--- config.mk ---
export PLATFORM = sky130hd
export DESIGN_NAME = memory_access
export DESIGN_NICKNAME = d
export VERILOG_FILES = /design/src/rtl/memory_access.sv
export SDC_FILE = /design/constraint.sdc
export NUM_CORES = 1
export LEC_CHECK = 0
export ABC_AREA = 1
export BUFFER_PORTS_ARGS = -buffer_cell sky130_fd_sc_hd__buf_2
export CAP_MARGIN = 20
export CORE_ASPECT_RATIO = 0.9
export CORE_UTILIZATION = 50
export CTS_BUF_LIST = sky130_fd_sc_hd__clkbuf_16
export CTS_CLUSTER_DIAMETER = 150
export CTS_CLUSTER_SIZE = 20
export DETAILED_ROUTE_END_ITERATION = 10
export PLACE_DENSITY = 0.85
export SYNTH_ARGS = -nofsm -noshare
export SYNTH_HDL_FRONTEND = slang
export SYNTH_SLANG_ARGS = --single-unit
export TNS_END_PERCENT = 1
--- constraint.sdc ---
create_clock -name i_clk -period 3 [get_ports i_clk]
set_clock_uncertainty 0.1 [all_clocks]
set_input_delay 0.9 -clock i_clk [delete_from_list [all_inputs] [get_ports i_clk]]
set_output_delay 0.9 -clock i_clk [all_outputs]
set_load 0.1 [all_outputs]
--- src/rtl/memory_access.sv ---
// Memory stage: drives the data bus for loads and stores, extracts load data and registers the writeback stage outputs.
// Optional macro MEM_BUS_TIMEOUT_EN abandons a load after BUS_TIMEOUT WAIT cycles and raises o_mem_fault.
module memory_access #(
  parameter int BUS_TIMEOUT = 16
) (
  input  logic        i_clk,
  input  logic        i_rst_n,
  input  logic [5:0]  i_exec_mem_rd,
  input  logic        i_exec_mem_writeback,
  input  logic        i_exec_mem_mem_w,
  input  logic        i_exec_mem_mem_r,
  input  logic        i_exec_mem_mem_rdu,
  input  logic        i_exec_mem_mem_byte,
  input  logic        i_exec_mem_mem_hwrd,
  input  logic [31:0] i_exec_mem_alu_result,
  input  logic [31:0] i_exec_mem_mem_wdata,
  output logic        o_dbus_req,
  output logic        o_dbus_we,
  output logic [31:0] o_dbus_addr,
  output logic [31:0] o_dbus_wdata,
  output logic [3:0]  o_dbus_wstrb,
  input  logic        i_dbus_gnt,
  input  logic        i_dbus_rvalid,
  input  logic [31:0] i_dbus_rdata,
  output logic [5:0]  b_mem_wb_rd,
  output logic        b_mem_wb_writeback,
  output logic [31:0] b_mem_wb_result,
  output logic        o_mem_stall,
  output logic        o_mem_misalign,
  output logic        o_mem_fault
);

  localparam int CW = $clog2(BUS_TIMEOUT + 1);
  localparam logic [CW-1:0] TMO_MAX = CW'(BUS_TIMEOUT);

  typedef enum logic [1:0] {IDLE, REQ, WAIT, DONE} state_t;

  state_t         state, state_nxt;
  logic           mem_op, is_store, misaligned, rdata_take, timeout_hit, timed_out;
  logic [3:0]     strb;
  logic [31:0]    lane_data, load_data, lane_sel, load_ext;
  logic [CW-1:0]  wait_cnt;

  // Request decode: alignment, byte strobes and lane-replicated store data.
  always_comb begin
    mem_op     = i_exec_mem_mem_w | i_exec_mem_mem_r;
    is_store   = i_exec_mem_mem_w;
    misaligned = 1'b0;
    strb       = 4'b0000;
    lane_data  = i_exec_mem_mem_wdata;
    if (i_exec_mem_mem_byte) begin
      strb      = 4'b0001 << i_exec_mem_alu_result[1:0];
      lane_data = {4{i_exec_mem_mem_wdata[7:0]}};
    end else if (i_exec_mem_mem_hwrd) begin
      misaligned = i_exec_mem_alu_result[0];
      strb       = i_exec_mem_alu_result[1] ? 4'b1100 : 4'b0011;
      lane_data  = {2{i_exec_mem_mem_wdata[15:0]}};
    end else begin
      misaligned = (i_exec_mem_alu_result[1:0] != 2'b00);
      strb       = 4'b1111;
    end
    if (!is_store) begin
      strb = 4'b0000;
    end else begin
      strb = strb;
    end
  end

  // Load data extraction with sign or zero extension.
  always_comb begin
    lane_sel = load_data >> {i_exec_mem_alu_result[1:0], 3'b000};
    load_ext = load_data;
    if (i_exec_mem_mem_byte) begin
      load_ext = i_exec_mem_mem_rdu ? {24'h000000, lane_sel[7:0]}
                                    : {{24{lane_sel[7]}}, lane_sel[7:0]};
    end else if (i_exec_mem_mem_hwrd) begin
      load_ext = i_exec_mem_mem_rdu ? {16'h0000, lane_sel[15:0]}
                                    : {{16{lane_sel[15]}}, lane_sel[15:0]};
    end else begin
      load_ext = load_data;
    end
  end

  assign rdata_take = i_dbus_rvalid &&
                      (((state == REQ) && i_dbus_gnt && !is_store) || (state == WAIT));

`ifdef MEM_BUS_TIMEOUT_EN
  assign timeout_hit = (state == WAIT) && !i_dbus_rvalid && (wait_cnt == TMO_MAX - CW'(1));
`else
  assign timeout_hit = 1'b0;
`endif

  // State register.
  always_ff @(posedge i_clk or negedge i_rst_n) begin
    if (!i_rst_n) state <= IDLE;
    else          state <= state_nxt;
  end

  // Next-state logic and the combinational stall.
  always_comb begin
    state_nxt   = state;
    o_mem_stall = 1'b0;
    case (state)
      IDLE: begin
        if (mem_op && !misaligned) begin
          o_mem_stall = 1'b1;
          state_nxt   = REQ;
        end else begin
          state_nxt = IDLE;
        end
      end
      REQ: begin
        o_mem_stall = 1'b1;
        if (i_dbus_gnt) state_nxt = (is_store || i_dbus_rvalid) ? DONE : WAIT;
        else            state_nxt = REQ;
      end
      WAIT: begin
        o_mem_stall = 1'b1;
        if (i_dbus_rvalid || timeout_hit) state_nxt = DONE;
        else                              state_nxt = WAIT;
      end
      DONE:    state_nxt = IDLE;
      default: state_nxt = IDLE;
    endcase
  end

  // WAIT cycle counter; saturates so it never wraps when the timeout is disabled.
  always_ff @(posedge i_clk or negedge i_rst_n) begin
    if (!i_rst_n)                                             wait_cnt <= '0;
    else if (state != WAIT)                                   wait_cnt <= '0;
    else if (!i_dbus_rvalid && (wait_cnt != TMO_MAX))         wait_cnt <= wait_cnt + CW'(1);
    else                                                      wait_cnt <= wait_cnt;
  end

  // Bus request registers, load capture and writeback stage outputs.
  always_ff @(posedge i_clk or negedge i_rst_n) begin
    if (!i_rst_n) begin
      o_dbus_req         <= 1'b0;
      o_dbus_we          <= 1'b0;
      o_dbus_addr        <= 32'h00000000;
      o_dbus_wdata       <= 32'h00000000;
      o_dbus_wstrb       <= 4'b0000;
      b_mem_wb_rd        <= 6'd0;
      b_mem_wb_writeback <= 1'b0;
      b_mem_wb_result    <= 32'h00000000;
      o_mem_misalign     <= 1'b0;
      o_mem_fault        <= 1'b0;
      load_data          <= 32'h00000000;
      timed_out          <= 1'b0;
    end else begin
      o_mem_misalign <= 1'b0;
      o_mem_fault    <= 1'b0;
      case (state)
        IDLE: begin
          if (mem_op) begin
            b_mem_wb_writeback <= 1'b0;
            if (misaligned) begin
              o_mem_misalign <= 1'b1;
            end else begin
              o_dbus_req   <= 1'b1;
              o_dbus_we    <= is_store;
              o_dbus_addr  <= {i_exec_mem_alu_result[31:2], 2'b00};
              o_dbus_wdata <= lane_data;
              o_dbus_wstrb <= strb;
            end
          end else begin
            b_mem_wb_rd        <= i_exec_mem_rd;
            b_mem_wb_writeback <= i_exec_mem_writeback;
            b_mem_wb_result    <= i_exec_mem_alu_result;
          end
        end
        REQ: begin
          b_mem_wb_writeback <= 1'b0;
          if (i_dbus_gnt) begin
            o_dbus_req   <= 1'b0;
            o_dbus_we    <= 1'b0;
            o_dbus_wstrb <= 4'b0000;
          end
          if (rdata_take) load_data <= i_dbus_rdata;
        end
        WAIT: begin
          b_mem_wb_writeback <= 1'b0;
          if (rdata_take)       load_data <= i_dbus_rdata;
          else if (timeout_hit) timed_out <= 1'b1;
        end
        DONE: begin
          b_mem_wb_rd        <= i_exec_mem_rd;
          b_mem_wb_writeback <= (is_store || timed_out) ? 1'b0 : i_exec_mem_writeback;
          b_mem_wb_result    <= timed_out ? 32'h00000000
                                          : (is_store ? i_exec_mem_alu_result : load_ext);
          o_mem_fault        <= timed_out;
          timed_out          <= 1'b0;
        end
        default: begin
          o_dbus_req <= 1'b0;
        end
      endcase
    end
  end

endmodule

==> results_dict.tcl, run 1 <==
set metrics [dict create \
    rsz0062_at_grt "false" \
    rr_startpoint "state[0]" \
    drive_gt1_share_pct 25.45 \
    fin_cells 1277 \
    setup_ws_ps 120.0 \
    ctsRootBufferMaster "clkbuf_16" \
    boundaryPins 224 \
    io_buffers 220 \
    final_core_util_pct 66.75 \
    drtPass1Iterations 7 \
    grt.overflow.total 0 \
    cp_data_arrival_time_ps 1880 \
    tightestPinTransition_ps 801.1 \
    postSynthAreaPerCell_um2 7.602 \
    vias 6550 \
    fmax_ghz 0.3472 \
    post-route-drc-count 0 \
    slowest_stage "dfrtp_1" \
    r2r_cells 10 \
    cts_buffers 17 \
    syn_area_mm2 0.006743 \
    period_share_pct 96.00 \
    rr_endpoint "o_dbus_wstrb[2]" \
    status "completed" \
    crit_type "reg -> out" \
    endpoint "o_mem_stall" \
    drt-initial-drc-count 581 \
    initial_utilization_pct 52.14 \
    synth.yosys.seq_area_share_pct 52.70 \
    setup-violations-final 0 \
    syn_to_final_growth_pct 28.02 \
    synth_cells 887 \
    slew_viol_final 0 \
    finalNetCount 1215 \
    num-fill-cells 1123 \
    min_path_type "in -> async" \
    grt_max_degree 86 \
    die_area_mm2 0.01395 \
    num_rows 39 \
    clock_latency_ps 420 \
    crit_fanout 5 \
    cts_tree "done" \
    critical-path-max-stage-delay_ps 420 \
    grt_pass1_vias 6256 \
    required_ps 2000 \
    die_w_um 124.4 \
    max_cap_viol_count 0 \
    relSlewSlack_pct 46.59 \
    cp-start-kind "flop" \
    dp.cells 1244 \
    rrSetupSlack_ps 720 \
    post-route-min-period_ps 2880 \
    fp.dieH_um 112.2 \
    grt_usage_pct 29.19 \
    yosys_warnings 0 \
    drt-total-wl_mm 19.44 \
    mostFrequentLayoutCells "nand2_1, buf_2, dfrtp_1" \
    holdBufCountCts 0 \
    clk_path_buf_depth 2 \
    clk_pin_slew_ps 60 \
    post_cts_buffers 0 \
    cts-htree-levels 4 \
    final_common_cell "nand2_1" \
    grt_pass1_wl_mm 31.84 \
    hpwl_mm 13.74 \
    fp.coreArea_mm2 0.01293 \
    crit_start "state[0]" \
    setup_total_negative_slack_ps 0 \
    ys_ff_latch 142 \
    worstPathCellList "inv_1 -> ha_2 -> inv_1 -> nor2_1 -> nand2_2 -> inv_2 -> nor2_4 -> nor2_4 -> buf_12" \
    gp_congestion 0.9083 \
    hold_viol 0 \
    preCtsSetupSlack_ps 225.8 \
    cts.sinks 142 \
    antenna_found_initial 2 \
    cts_resized 0 \
    vias_per_cell 5.129 \
    routedWlPerCell_um 15.22 \
    synth_cell_types 27 \
    detail-route-antenna-nets 0 \
    endpoint_kind "primary output" \
]
cell usage after synthesis, drive strengths merged:
cell      n  area [µm²]
buf      24       133.9
dfrtp   142        3553
clkbuf   21       80.07
o311ai    1       8.760
o211ai    3       32.53
o21a      6       45.04
nand2   371        1395
nor3      2       15.01
nor2     40       165.2
inv      87       326.6
a21oi    28       140.1
conb      1       3.750
ha        4       50.05
o21ai   136       680.7
nand3    20       105.1
a21boi    1       7.510
critical path, delay by kind of cell, from the launching register on:
family / cells / cell delay [ps]
buffers and inverters: 4 / 470
DFF: 1 / 420
and+or+nand+nor: 4 / 370
adders and majority gates: 1 / 220
flip-flops by register name, indices dropped and copies added, names as in the netlist, named ones only:
signal / cells
o_dbus_we: 1
b_mem_wb_result: 32
o_dbus_addr: 30
b_mem_wb_rd: 6
o_dbus_wdata: 32
o_dbus_wstrb: 4
o_dbus_req: 1
b_mem_wb_writeback: 1
load_data: 32
state: 1
o_mem_misalign: 1
cell families after synthesis:
group / count (synthesis) / share of synthesized area (%)
other: 1 / 0.05562
adder cells (fa/ha/maj): 4 / 0.7423
AO/OA/AOI/OAI: 175 / 13.56
buffers and inverters: 132 / 8.016
AND/OR/NAND/NOR: 433 / 24.92
flip-flops: 142 / 52.70
layout make-up:
class	instances	area (µm²)	area share, %
Inverter	87	326.6	3.783
Sequential cell	142	3553	41.17
Multi-Input combinational cell	615	2688	31.13
Antenna cell	1	2.502	0.02899
Tap cell	164	205.2	2.377
Timing Repair Buffer	236	1255	14.54
Clock inverter	15	176.4	2.044
Clock buffer	17	425.4	4.928
through the flow:
step / instance area [µm²] / hold WS (ps)
2_1_floorplan: 6793 / 353.3
3_3_place_gp: 8025 / 351.5
3_5_place_dp: 8025 / 357.5
4_1_cts: 8627 / 372.4
5_1_grt: 8630 / 381.5
6_report: 8632 / 364.3
worst min-delay path by stage:
stage                            to  slack [ps]       startpoint  cells past startpoint
finish               o_dbus_addr[7]         360          i_rst_n                      1
global route        o_dbus_wstrb[1]         380  o_dbus_wstrb[1]                      2
CTS                  b_mem_wb_rd[1]         370   b_mem_wb_rd[1]                      2
detailed placement   b_mem_wb_rd[1]         360   b_mem_wb_rd[1]                      2
global placement     b_mem_wb_rd[4]         350   b_mem_wb_rd[4]                      2
floorplan              load_data[0]         350     load_data[0]                      2
per-layer routing:
metal	track usage, %	vias up	routed length, µm
li1	-	3191	-
met1	39.20	3053	8579
met2	45.89	279	9034
met3	8.198	25	1502
met4	9.478	2	308
met5	0	-	12
Power of run 1 is not shown: default switching activity piles up to over one toggle a cycle in this logic, so the estimate is an artifact.
==> inputs of run 2 (changes only) <==
CORE_UTILIZATION = 51   (was 50)
PLACE_DENSITY = 0.87   (was 0.85)
==> results_dict.tcl, run 2 (synthesis results as in run 1) <==
set metrics [dict create \
    initial_utilization_pct 52.74 \
    drive_gt1_share_pct 25.02 \
    min_path_type "in -> async" \
    fp.coreArea_mm2 0.01278 \
    detail-route-antenna-nets 0 \
    num-fill-cells 1117 \
    cts-htree-levels 4 \
    ctsRootBufferMaster "clkbuf_16" \
    post_cts_buffers 0 \
    preCtsSetupSlack_ps 224.6 \
    cp-start-kind "flop" \
    slew_viol_final 0 \
    final_common_cell "nand2_1" \
    crit_fanout 5 \
    syn_to_final_growth_pct 27.41 \
    post-route-drc-count 0 \
    num_rows 39 \
    grt_pass1_vias 6388 \
    die_area_mm2 0.01369 \
    clock_latency_ps 420 \
    cts_resized 0 \
    cts_tree "done" \
    clk_path_buf_depth 2 \
    reg_top3 "b_mem_wb_result (32), load_data (32), o_dbus_wdata (32)" \
    io_buffers 220 \
    fp.dieH_um 111.1 \
    use_met3_pct 8.128 \
    grt.overflow.total 0 \
    mostFrequentLayoutCells "nand2_1, buf_2, dfrtp_1" \
    cts_buffers 17 \
    fmax_ghz 0.3444 \
    endpoint_kind "primary output" \
    gp_congestion 0.9067 \
    grtUsageMet2_pct 47.04 \
    boundaryPins 224 \
    max_cap_viol_count 0 \
    grt_pass1_wl_mm 31.40 \
    routedWlPerCell_um 15.17 \
    hold_viol 0 \
    cts.sinks 142 \
    setup_ws_ps 96.28 \
    vias 6666 \
    vias_per_cell 5.224 \
    drt-total-wl_mm 19.36 \
    relSlewSlack_pct 45.73 \
    grt_usage_pct 29.94 \
    status "completed" \
    holdBufCountCts 0 \
    setup-violations-final 0 \
    post-route-min-period_ps 2904 \
    die_w_um 123.2 \
    cp_data_arrival_time_ps 1900 \
    grt_busiest_layer "met2" \
    met1_usage_pct 39.43 \
    period_share_pct 96.79 \
    antenna_found_initial 2 \
    hpwl_mm 13.57 \
    drtPass1Iterations 5 \
    clk_pin_slew_ps 60 \
    crit_type "reg -> out" \
    grt_max_degree 86 \
    drt-initial-drc-count 547 \
    rsz0062_at_grt "false" \
    tightestPinTransition_ps 814.0 \
    required_ps 2000 \
    finalNetCount 1215 \
]
[run 2: cell count changes in the layout (fill, tap and decap cells not counted), sizes merged]
cell and delta:
clkinvlp -1, bufinv -1, inv +1
[run 2: worst paths after layout]
check | start | endpoint | slack (ps) | depth (start not counted)
min | i_rst_n | o_dbus_req | 370 | 1
min in group i_clk | b_mem_wb_rd[2] | b_mem_wb_rd[2] | 370 | 2
max in group asynchronous | i_rst_n | load_data[6] | 1740 | 2
max | state[0] | o_mem_stall | 100 | 9
min reg2reg | b_mem_wb_rd[2] | b_mem_wb_rd[2] | 370 | 2
max reg2reg | state[0] | o_dbus_req | 710 | 10
[run 2: per-stage QoR]
step / setup TNS (ps) / hold WS, ps / cell area, µm² / utilization [%] / cells
finish: 0 / 367.3 / 8591 / 67.20 / 1276
global route: 0 / 388.1 / 8591 / 67.20 / 1276
CTS: 0 / 370.0 / 8586 / 67.16 / 1275
detailed placement: 0 / 355.2 / 8025 / 62.77 / 1244
global placement: 0 / 351.0 / 8025 / 62.77 / 1244
floorplan: -114.4 / 353.3 / 6793 / - / 889
[run 2: critical path: stages (launching register included)]
cell and delay [ps]:
dfrtp_1 410, inv_1 100, ha_2 220, inv_1 100
nor2_1 160, nand2_2 80, inv_2 80, nor2_4 40
nor2_4 120, buf_12 180
[run 2: layout make-up]
type	count	area, µm²	area share, %
antenna	1	2.502	0.02913
clock buffer	17	425.4	4.952
clock inverter	14	135.1	1.573
inverter	87	326.6	3.801
multi-input combinational	615	2688	31.28
sequential	142	3553	41.36
tap	164	205.2	2.389
timing repair buffer	236	1255	14.61
[run 2: per-layer routing]
layer,vias up,wire [µm]
li1,3186,-
met1,3145,8210
met3,41,1629
met2,294,8939
met4,0,578
met5,-,0
Power of run 2 is left out for the same reason.
